**src/rtl/mvm_uart_ctrl_if.sv**
```systemverilog
// Bundle of RX, engine and TX handshake signals around the frame sequencer.
// slave = controller side, master = surrounding environment (UART + engine).
interface mvm_uart_ctrl_if #(
    parameter int BITS_PER_WORD = 8,
    parameter int R             = 2,
    parameter int C             = 2,
    parameter int W_K           = 4,
    parameter int W_X           = 4,
    parameter int W_Y_OUT       = 8
);
    logic [BITS_PER_WORD-1:0] s_data;
    logic                     s_valid;
    logic                     s_ready;
    logic [R*C*W_K-1:0]       k_flat;
    logic [C*W_X-1:0]         x_flat;
    logic                     mvm_valid;
    logic                     mvm_ready;
    logic                     y_valid;
    logic [R*W_Y_OUT-1:0]     y_flat;
    logic [BITS_PER_WORD-1:0] m_data;
    logic                     m_valid;
    logic                     m_ready;
    logic                     busy;

    modport slave (
        input  s_data, s_valid, mvm_ready, y_valid, y_flat, m_ready,
        output s_ready, k_flat, x_flat, mvm_valid, m_data, m_valid, busy
    );

    modport master (
        output s_data, s_valid, mvm_ready, y_valid, y_flat, m_ready,
        input  s_ready, k_flat, x_flat, mvm_valid, m_data, m_valid, busy
    );
endinterface

```
**src/rtl/mvm_uart_ctrl.sv**
```systemverilog
// Frame sequencer: RX bytes -> K/X registers -> MVM engine -> result bytes on TX.
// Latency: mvm_valid one cycle after last RX byte; m_valid one cycle after y_valid.
// Backpressure: s_ready low outside LOAD; mvm_valid/m_valid held with stable data until ready.
module mvm_uart_ctrl #(
    parameter int BITS_PER_WORD = 8,
    parameter int R             = 2,
    parameter int C             = 2,
    parameter int W_K           = 4,
    parameter int W_X           = 4,
    parameter int W_Y_OUT       = 8
) (
    input  logic          clk,
    input  logic          rst,
    mvm_uart_ctrl_if.slave bus
);
    localparam int N_K     = R * C;
    localparam int N_BYTES = R * C + C;
    localparam int CNT_W   = (N_BYTES > 1) ? $clog2(N_BYTES) : 1;
    localparam int ROW_W   = (R > 1) ? $clog2(R) : 1;

    typedef enum logic [1:0] {LOAD, HANDOFF, WAIT, SEND} state_t;

    state_t                   state, state_nxt;
    logic [CNT_W-1:0]         cnt;
    logic [ROW_W-1:0]         row;
    logic [W_K-1:0]           k_reg [N_K];
    logic [W_X-1:0]           x_reg [C];
    logic [W_Y_OUT-1:0]       y_reg [R];
    logic                     s_ready, mvm_valid, m_valid;
    logic                     rx_fire, tx_fire, last_byte, last_row;
    logic [BITS_PER_WORD-1:0] tx_byte;
    logic [R*C*W_K-1:0]       k_flat;
    logic [C*W_X-1:0]         x_flat;

    assign last_byte = (cnt == CNT_W'(N_BYTES - 1));
    assign last_row  = (row == ROW_W'(R - 1));
    assign rx_fire   = s_ready && bus.s_valid;
    assign tx_fire   = m_valid && bus.m_ready;

    always_ff @(posedge clk or posedge rst) begin
        if (rst) state <= LOAD;
        else     state <= state_nxt;
    end

    always_comb begin
        state_nxt = state;
        s_ready   = 1'b0;
        mvm_valid = 1'b0;
        m_valid   = 1'b0;
        case (state)
            LOAD: begin
                s_ready = 1'b1;
                if (bus.s_valid && last_byte) state_nxt = HANDOFF;
            end
            HANDOFF: begin
                mvm_valid = 1'b1;
                if (bus.mvm_ready) state_nxt = WAIT;
            end
            WAIT: begin
                if (bus.y_valid) state_nxt = SEND;
            end
            SEND: begin
                m_valid = 1'b1;
                if (bus.m_ready && last_row) state_nxt = LOAD;
            end
            default: state_nxt = LOAD;
        endcase
    end

    always_ff @(posedge clk or posedge rst) begin
        if (rst) begin
            cnt <= '0;
            row <= '0;
        end else begin
            if (rx_fire) cnt <= last_byte ? '0 : cnt + 1'b1;
            if (tx_fire) row <= last_row ? '0 : row + 1'b1;
        end
    end

    // Byte position selects the destination; bits above the element width are dropped.
    always_ff @(posedge clk or posedge rst) begin
        if (rst) begin
            for (int n = 0; n < N_K; n++) k_reg[n] <= '0;
            for (int j = 0; j < C; j++)   x_reg[j] <= '0;
            for (int r = 0; r < R; r++)   y_reg[r] <= '0;
        end else begin
            if (rx_fire) begin
                for (int n = 0; n < N_K; n++)
                    if (cnt == CNT_W'(n)) k_reg[n] <= bus.s_data[W_K-1:0];
                for (int j = 0; j < C; j++)
                    if (cnt == CNT_W'(N_K + j)) x_reg[j] <= bus.s_data[W_X-1:0];
            end
            if (state == WAIT && bus.y_valid) begin
                for (int r = 0; r < R; r++)
                    y_reg[r] <= bus.y_flat[r*W_Y_OUT +: W_Y_OUT];
            end
        end
    end

    always_comb begin
        tx_byte = '0;
        for (int r = 0; r < R; r++)
            if (row == ROW_W'(r)) tx_byte = BITS_PER_WORD'(y_reg[r]);
    end

    always_comb begin
        k_flat = '0;
        x_flat = '0;
        for (int n = 0; n < N_K; n++) k_flat[n*W_K +: W_K] = k_reg[n];
        for (int j = 0; j < C; j++)   x_flat[j*W_X +: W_X] = x_reg[j];
    end

    assign bus.s_ready   = s_ready;
    assign bus.mvm_valid = mvm_valid;
    assign bus.m_valid   = m_valid;
    assign bus.m_data    = tx_byte;
    assign bus.k_flat    = k_flat;
    assign bus.x_flat    = x_flat;
    assign bus.busy      = (state != LOAD) || (cnt != '0);
endmodule

```
**src/flat_wrapper.sv**
```systemverilog
// flat-port wrapper written by rule: the top's interface ports become plain ports
module mvm_uart_ctrl_flat 
#(
    parameter int BITS_PER_WORD = 8,
    parameter int R             = 2,
    parameter int C             = 2,
    parameter int W_K           = 4,
    parameter int W_X           = 4,
    parameter int W_Y_OUT       = 8
)
  (clk, rst, bus_s_data, bus_s_valid, bus_mvm_ready, bus_y_valid, bus_y_flat, bus_m_ready, bus_s_ready, bus_k_flat, bus_x_flat, bus_mvm_valid, bus_m_data, bus_m_valid, bus_busy);
  mvm_uart_ctrl_if #(.BITS_PER_WORD(BITS_PER_WORD), .R(R), .C(C), .W_K(W_K), .W_X(W_X), .W_Y_OUT(W_Y_OUT)) bus_i ();
  input  logic clk;
  input  logic rst;
  input wire logic [$bits(bus_i.s_data)-1:0] bus_s_data;
  input wire logic [$bits(bus_i.s_valid)-1:0] bus_s_valid;
  input wire logic [$bits(bus_i.mvm_ready)-1:0] bus_mvm_ready;
  input wire logic [$bits(bus_i.y_valid)-1:0] bus_y_valid;
  input wire logic [$bits(bus_i.y_flat)-1:0] bus_y_flat;
  input wire logic [$bits(bus_i.m_ready)-1:0] bus_m_ready;
  output wire logic [$bits(bus_i.s_ready)-1:0] bus_s_ready;
  output wire logic [$bits(bus_i.k_flat)-1:0] bus_k_flat;
  output wire logic [$bits(bus_i.x_flat)-1:0] bus_x_flat;
  output wire logic [$bits(bus_i.mvm_valid)-1:0] bus_mvm_valid;
  output wire logic [$bits(bus_i.m_data)-1:0] bus_m_data;
  output wire logic [$bits(bus_i.m_valid)-1:0] bus_m_valid;
  output wire logic [$bits(bus_i.busy)-1:0] bus_busy;
  assign bus_i.s_data = bus_s_data;
  assign bus_i.s_valid = bus_s_valid;
  assign bus_i.mvm_ready = bus_mvm_ready;
  assign bus_i.y_valid = bus_y_valid;
  assign bus_i.y_flat = bus_y_flat;
  assign bus_i.m_ready = bus_m_ready;
  assign bus_s_ready = bus_i.s_ready;
  assign bus_k_flat = bus_i.k_flat;
  assign bus_x_flat = bus_i.x_flat;
  assign bus_mvm_valid = bus_i.mvm_valid;
  assign bus_m_data = bus_i.m_data;
  assign bus_m_valid = bus_i.m_valid;
  assign bus_busy = bus_i.busy;
  mvm_uart_ctrl #(.BITS_PER_WORD(BITS_PER_WORD), .R(R), .C(C), .W_K(W_K), .W_X(W_X), .W_Y_OUT(W_Y_OUT)) u_core (.clk(clk), .rst(rst), .bus(bus_i));
endmodule
```
**config.mk**
```make
export PLATFORM = sky130hd
export DESIGN_NAME = mvm_uart_ctrl_flat
export DESIGN_NICKNAME = d
export VERILOG_FILES = /design/src/rtl/mvm_uart_ctrl_if.sv /design/src/rtl/mvm_uart_ctrl.sv /design/src/flat_wrapper.sv
export SDC_FILE = /design/constraint.sdc
export NUM_CORES = 1
export LEC_CHECK = 0
export CAP_MARGIN = 20
export CORE_MARGIN = 2
export CORE_UTILIZATION = 45
export DETAILED_ROUTE_END_ITERATION = 10
export GPL_ROUTABILITY_DRIVEN = 0
export PLACE_DENSITY = 0.76
export SYNTH_ARGS = -nofsm -noshare
export SYNTH_HDL_FRONTEND = slang
export SYNTH_SLANG_ARGS = --single-unit
```
**constraint.sdc**
```tcl
create_clock -name clk -period 2.31 [get_ports clk]
set_input_delay 0.3465 -clock clk [delete_from_list [all_inputs] [get_ports clk]]
set_output_delay 0.3465 -clock clk [all_outputs]
set_load 0.02 [all_outputs]
```
======== Yosys cells after proc, flatten, opt, wreduce, memory -nomap -nowiden ========
Index checks and enable logic that the tools add are counted.
storage, ports and cells
  word-level logic and storage cells ...... 53
  bits in registers ....................... 46
  input bits .............................. 30
operators by class
  reductions and logical operators ........ 17
  mux-type cells .......................... 11
  eq/ne operators ......................... 12
  $add $sub $neg .......................... 2
operators by type and width
  kind                   number
  $reduce_and A2 Y1      6
  $mux W2                4
  $mux W8                1
  $pmux W2 S4            1
  $eq A3 B2 Y1 const B   2
  $eq A3 B3 Y1 const B   2
  $logic_and A1 B1 Y1    5
  $eq A2 B2 Y1 const B   2
  $mux W1                4
  $ne A2 B1 Y1 const B   2
  $ne A2 B2 Y1 const B   2
  $reduce_and A4 Y1      1
  $add A3 B1 Y3 const B  1
  $eq A3 B1 Y1 const B   1
  $logic_not A3 Y1       1
  $mux W3                1
  $reduce_bool A3 Y1     1
  $eq A2 B1 Y1 const B   1
  $logic_not A2 Y1       1
  $reduce_bool A2 Y1     1
  $add A1 B1 Y1 const B  1
  $logic_or A1 B1 Y1     1

======== Longest topological paths before layout ========
Gate-level depths: netlist (run 1).
  word-level depth ........................ 4
  gate-level depth with buffers ........... 6

======== Worst setup path after synthesis (run 1) ========
OpenSTA, ideal clock, no wires.
  kind .................................... reg2reg
  from .................................... reg u_core.state[0]
  to ...................................... reg u_core.x_reg (netlist bit u_core.bus.x_flat[4])
  path buffers ............................ 1
  data arrival time ....................... 1.822 ns
  period minus slack after synthesis ...... 1.947 ns
  cell stages (with the launch flop) ...... 7
  library setup time ...................... 0.125 ns
  slack ................................... 0.363 ns
  path through ............................ dfrtp_1 > inv_1 > ha_1 > buf_2 > nand2_1 > nor4b_4 > mux2_2
between the ends
  longest elaborated chain between the ends .. 4
RTL lines
  item                           line                 RTL
  start, declared                mvm_uart_ctrl.sv:23  state_t state, state_nxt;
  start signal, assigned         mvm_uart_ctrl.sv:42  else state <= state_nxt;
  $logic_not A2 Y1               mvm_uart_ctrl.sv:50  case (state)
  $mux W1                        mvm_uart_ctrl.sv:50
  via bus_s_ready                flat_wrapper.sv:21   output wire logic [$bits(bus_i.s_ready)-1:0] bus_s_ready;
  $logic_and A1 B1 Y1            mvm_uart_ctrl.sv:37  assign rx_fire = s_ready && bus.s_valid;
  $reduce_and A2 Y1 (no line)    n/a
  end signal, assigned by index  mvm_uart_ctrl.sv:91  if (cnt == CNT_W'(N_K + j)) x_reg[j] <= bus.s_data[W_X-1:0];
  end, declared                  mvm_uart_ctrl.sv:27  logic [W_X-1:0] x_reg [C];
The timed path passes the listed nets, and every way through them passes these cells.
A chain may end at the register's enable or synchronous reset.

======== Worst setup path after layout (run 1) ========
  from .................................... reg u_core.row (netlist: u_core.last_row)
  to ...................................... out bus_m_data[5]
between the ends
  longest elaborated chain between the ends .. 1
RTL lines
  item                    line                  RTL
  start, declared         mvm_uart_ctrl.sv:25   logic [ROW_W-1:0] row;
  start signal, assigned  mvm_uart_ctrl.sv:76   if (tx_fire) row <= last_row ? '0 : row + 1'b1;
  $mux W8                 mvm_uart_ctrl.sv:103  if (row == ROW_W'(r)) tx_byte = BITS_PER_WORD'(y_reg[r]);
  end, declared           flat_wrapper.sv:25    output wire logic [$bits(bus_i.m_data)-1:0] bus_m_data;
No other way between the ends.

==> qor.yml, run 1 <==
synth.distinct_cells: 26
firstDrtPassIters: 4
yosys_warnings: 0
grt_start_max_net_pins: 47
tightest_slew_ns: 0.648
grt_pass1_wl_um: 6880
syn_area_um2: 2000
timing.fmax_ghz: 0.450
cts_setup_buffers: 0
p_int_mw: 2.62
worstPathArrival_ns: 1.87
ys_top_cells_by_area: "dfrtp_1 (57%), mux2_2 (27%), ha_1 (3.1%), nor4b_4 (1.2%), buf_2 (1.0%)"
finalHoldViolations: 0
clock_path_buffers: 2
cp_max_fo: 10
rsz0062_at_grt: "no"
post_dp_cell_area_um2: 2680
row_count: 24
wl_per_cell_um: 16.2
crit_path_end_kind: "output pin"
p_per_area_nw_per_um2: 1470
drc: 0
syn-num-nets: 169
hpwl_um: 3110
syn_to_final_growth_pct: 38.4
layout.nets: 234
skew_ns: 0.00338
yosysSeqAreaShare_pct: 57.5
clkPwrFrac_pct: 11.9
vias_per_cell: 5.21
clock_sinks: 46
max_cap_viol_count: 0
p_leak_nw: 1.18
min_period_ns: 2.22
final_max_slew_viol_count: 0
tritoncts: "yes"
start_util_pct: 46.3
worstHoldPathType: "in2async"
portBuffers: 61
yosys.area.top_type_share_pct: 57.5
ant_nets: 0
ir_worst_vdd_v: 0.000904
dieHeight_um: 70.7
pwr-share-seq_pct: 36.6
postCtsHoldBufs: 0
multi_input_area_um2: 818
start_kind: "register"
timing.final.crit_share_pct: 96.1
pin_count: 66
p_sw_share_pct: 35.8
antenna_found_initial: 0
seq_area_um2: 1150
crit_required_ns: 1.96
synth_top_cell_by_area: "dfrtp_1"
grt_pass1_vias: 1401
grt-ovfl-total: 0
clk_pin_slew_ns: 0.08
clock_latency_ns: 0.29
coreArea_um2: 4320
avgSynthCellArea_um2: 14.9
combPwrFrac_pct: 51.5
cts-htree-levels: 2
vias: 1313
slew_headroom_pct: 56.7
routed_wl_um: 4090
fillCellCount: 338
tns_ns: 0
die_area_um2: 5000
setup-violations-final: 0
synthCells: 134
cts-root-buf: "clkbuf_8"
cts_made_buffers: 5
antenna_cells: 0
grt_usage_pct: 17.6
status: "finished clean"
die_x_um: 70.7
design_area_um2: 2770
worstSetupPathType: "reg2out"
drive_gt1_share_pct: 31.5
first_iter_violations: 90
synth-seq-cells: 46
p_switching_mw: 1.46
-- cell families (layout without fill, tap and decap cells) --
| family | Yosys count | after routing | synth area share [%] |
|---|---|---|---|
| flops | 46 | 46 | 57.5 |
| buf+inv | 8 | 74 | 1.75 |
| mux | 49 | 49 | 27.6 |
| xor+xnor | 2 | 2 | 0.875 |
| compound gates | 6 | 6 | 2.69 |
| simple gates | 18 | 18 | 6.50 |
| fa+ha+maj | 5 | 5 | 3.13 |
-- per-layer routing --
layer,GRT usage (%),vias up,wire (µm)
met5,0,-,0
met3,5.41,5,281
li1,-,607,-
met1,22.2,645,1690
met4,3.98,0,29
met2,30.0,56,2090
-- cell usage after synthesis --
cell and instances:
mux2_2 48, a2111oi_2 1, nor2_1 1, ha_1 5, a21oi_1 1, nand3_1 3
nor4_1 1, nor2b_1 2, nand2_1 3, nor3b_2 1, nand2b_1 1, o21ba_2 1
nor4b_4 1, inv_1 4, nand4_1 1, dfrtp_1 46, and2_1 1, xnor2_1 2
buf_2 4, mux2_1 1, nand3b_1 1, nand4b_1 1, a311oi_1 1, a21o_1 1
nor3_2 1, a21boi_1 1
-- through the flow --
stage                     util (%)  total power, mW  worst slack [ns]  hold WS [ns]  instances
after floorplan                  -             2.70             0.363         0.474        134
after global placement        61.9             3.51             0.292         0.482        244
after detailed placement      61.9             3.62             0.198         0.494        244
after CTS                     64.0             4.13            0.0279         0.412        252
after global routing          64.1             4.34           0.00116         0.437        252
final                         64.1             4.08            0.0899         0.404        252
-- worst max-delay path, stage by stage, from the launching register on --
cell,delay (ns)
dfrtp_1,0.63
mux2_2,0.40
clkdlybuf4s50_1,0.55
-- power groups by stage --
stage / logic, mW / registers [mW] / clock network (mW)
after global routing: 2.24 / 1.56 / 0.542
after global placement: 2.04 / 1.47 / 0
final: 2.10 / 1.50 / 0.486
after detailed placement: 2.11 / 1.51 / 0
after floorplan: 1.04 / 1.67 / 0
after CTS: 2.13 / 1.50 / 0.502
-- placed cells by master, fill, tap and decap left out, drive strengths merged, types with 2 or more instances in the layout --
cell	synthesis	layout
ha	5	5
dfrtp	46	46
mux2	49	49
nor2b	2	2
clkdlybuf4s50	0	61
clkbuf	0	7
xnor2	2	2
nand3	3	3
inv	4	4
nand2	3	3
-- what timing repair did --
action,4_1_cts,5_1_grt
endpoints found under the hold margin,0,0
gates resized for setup,0,1
endpoints found under the setup margin,0,2
-- worst paths after layout --
check / from / cells after the start / slack (ns) / to
setup / recovery: u_core.last_row / 2 / 0.09 / bus_m_data[5]
hold / removal: rst / 3 / 0.40 / u_core.y_reg[9]
setup reg to reg: u_core.state[0] / 5 / 0.34 / u_core.bus.x_flat[7]
hold reg to reg: u_core.bus.x_flat[1] / 1 / 0.51 / u_core.bus.x_flat[1]
max in group asynchronous: rst / 3 / 1.70 / u_core.y_reg[6]
min in group clk: u_core.bus.x_flat[1] / 1 / 0.51 / u_core.bus.x_flat[1]
-- cell type report --
| cell class | count | share of cell area [%] |
|---|---|---|
| Clock buffer | 7 | 3.12 |
| Clock inverter | 1 | 0.181 |
| Tap cell | 52 | 2.35 |
| Timing Repair Buffer | 62 | 22.8 |
| Inverter | 4 | 0.542 |
| Sequential cell | 46 | 41.5 |
| Multi-Input combinational cell | 80 | 29.5 |
(Power assumes the default switching activity.)
==> run 2: changes to the inputs <==
--- a/config.mk
+++ b/config.mk
@@ -11,6 +11,7 @@
 export DETAILED_ROUTE_END_ITERATION = 10
 export GPL_ROUTABILITY_DRIVEN = 0
 export PLACE_DENSITY = 0.76
+export SKIP_CTS_REPAIR_TIMING = 1
 export SYNTH_ARGS = -nofsm -noshare
 export SYNTH_HDL_FRONTEND = slang
 export SYNTH_SLANG_ARGS = --single-unit
==> constraint.sdc (replaced) <==
create_clock -name clk -period 2.1 [get_ports clk]
set_input_delay 0.315 -clock clk [delete_from_list [all_inputs] [get_ports clk]]
set_output_delay 0.315 -clock clk [all_outputs]
set_load 0.02 [all_outputs]
==> run 2 against run 1 <==
Against the previous run: sequential cell count stayed put; highest routed layer unchanged; final cell count is 0.79% higher; non-clock buffer count is 2 higher; clock power is 35% higher; count of clock-buffer cells in the layout is 1 lower; hold slack worse by 0.066 ns; via count is 2.7% higher; die area stayed put; design area is 2.2% higher.
==> qor.yml, run 2 (synthesis results as in run 1) <==
die_area_um2: 5000
clock_path_buffers: 2
grt-ovfl-total: 0
coreArea_um2: 4320
max_stage_delay_ns: 0.53
power_mw: 4.62
cp_max_fo: 9
final_max_slew_viol_count: 0
status: "finished clean"
start_kind: "register"
dieHeight_um: 70.7
firstDrtPassIters: 4
grt_pass1_wl_um: 7150
pin_count: 66
tightest_slew_ns: 0.454
timing.fmax_ghz: 0.499
start_util_pct: 46.3
drive_gt1_share_pct: 32.7
path_cells: "mux2_2 -> clkdlybuf4s50_1"
cts-root-buf: "clkbuf_8"
hpwl_um: 3080
antenna_found_initial: 0
finalHoldViolations: 0
ant_nets: 0
vias: 1348
routed_wl_um: 4090
slowest_stage: "clkdlybuf4s50_1"
tritoncts: "yes"
wl_per_cell_um: 16.1
worstPathArrival_ns: 1.69
tns_ns: 0
worstSetupPathType: "reg2out"
row_count: 24
final_common_cell: "clkdlybuf4s50_1"
grt_start_max_net_pins: 28
cts_made_buffers: 5
clock_sinks: 46
crit_path_end_kind: "output pin"
p_leak_nw: 1.25
antenna_cells: 0
p_per_area_nw_per_um2: 1630
min_period_ns: 2.00
skew_ns: 0.00510
final_cell_mix: "clkdlybuf4s50_1 (55), mux2_2 (48), dfrtp_1 (45)"
portBuffers: 61
crit_required_ns: 1.78
ir_worst_vdd_v: 0.00100
max_cap_viol_count: 0
drc: 0
holdWs_ns: 0.338
worstHoldPathType: "in2async"
vias_per_cell: 5.31
timing.final.crit_share_pct: 95.4
seq_area_um2: 1150
clk_pin_slew_ns: 0.09
fillCellCount: 332
setup-violations-final: 0
cts-htree-levels: 2
grt_pass1_vias: 1422
slew_headroom_pct: 69.7
die_x_um: 70.7
multi_input_area_um2: 828
clock_latency_ns: 0.30
syn_to_final_growth_pct: 41.4
first_iter_violations: 112
grt_usage_pct: 18.4
layout.nets: 236
rsz0062_at_grt: "no"
-- run 2: cell count changes in the layout (fill, tap and decap cells not counted), sizes merged --
cell / before / now
clkdlybuf4s50: 61 / 55
dlymetal6s2s: 0 / 6
buf: 1 / 3
bufinv: 0 / 1
clkbuf: 7 / 6
clkinv: 1 / 0
clkinvlp: 0 / 1
-- run 2: per-layer routing --
layer  track usage (%)  part of all wire [%]
met5                 0                     0
met4              4.82                   1.1
met3              6.27                   7.5
met2              30.0                    51
met1              23.6                    40
-- run 2: critical path, delay by kind of cell, from the launching register on --
family	cells	cell delay, ns
flip-flops	1	0.49
multiplexers	1	0.36
buffers and inverters	1	0.53
-- run 2: through the flow --
step	setup WS [ns]	area, µm²	util (%)	cells
2_1_floorplan	0.153	2000	-	134
3_3_place_gp	0.111	2690	62.3	246
3_5_place_dp	0.00276	2690	62.3	246
4_1_cts	-0.177	2800	64.8	254
5_1_grt	0.00425	2830	65.5	254
6_report	0.0956	2830	65.5	254
-- run 2: cell type report --
class / instances / share of cell area, %
flip-flops and latches: 46 / 40.7
clock inverters: 2 / 1.33
inverters: 4 / 0.530
multi-input cells: 80 / 29.3
repair buffers: 64 / 23.3
well taps: 52 / 2.30
clock buffers: 6 / 2.56
-- run 2: power breakdown --
part	switching, mW	leakage (nW)	total (mW)	internal, mW
clock	0.299	0.0514	0.654	0.355
combinational	1.03	0.637	2.33	1.31
sequential	0.304	0.562	1.63	1.33
-- run 2: final timing paths --
| kind | start | end | slack (ns) | cells after the start |
|---|---|---|---|---|
| worst max-delay path | u_core.last_row | bus_m_data[1] | 0.1 | 2 |
| worst max register to register | u_core.state[0] | u_core.bus.x_flat[7] | 0.23 | 5 |
| worst min register to register | u_core.y_reg[15] | u_core.y_reg[15] | 0.51 | 1 |
| min in group clk | u_core.y_reg[15] | u_core.y_reg[15] | 0.51 | 1 |
| worst min-delay path | rst | u_core.last_row | 0.34 | 2 |
| max in group asynchronous | rst | u_core.bus.x_flat[0] | 1.27 | 3 |
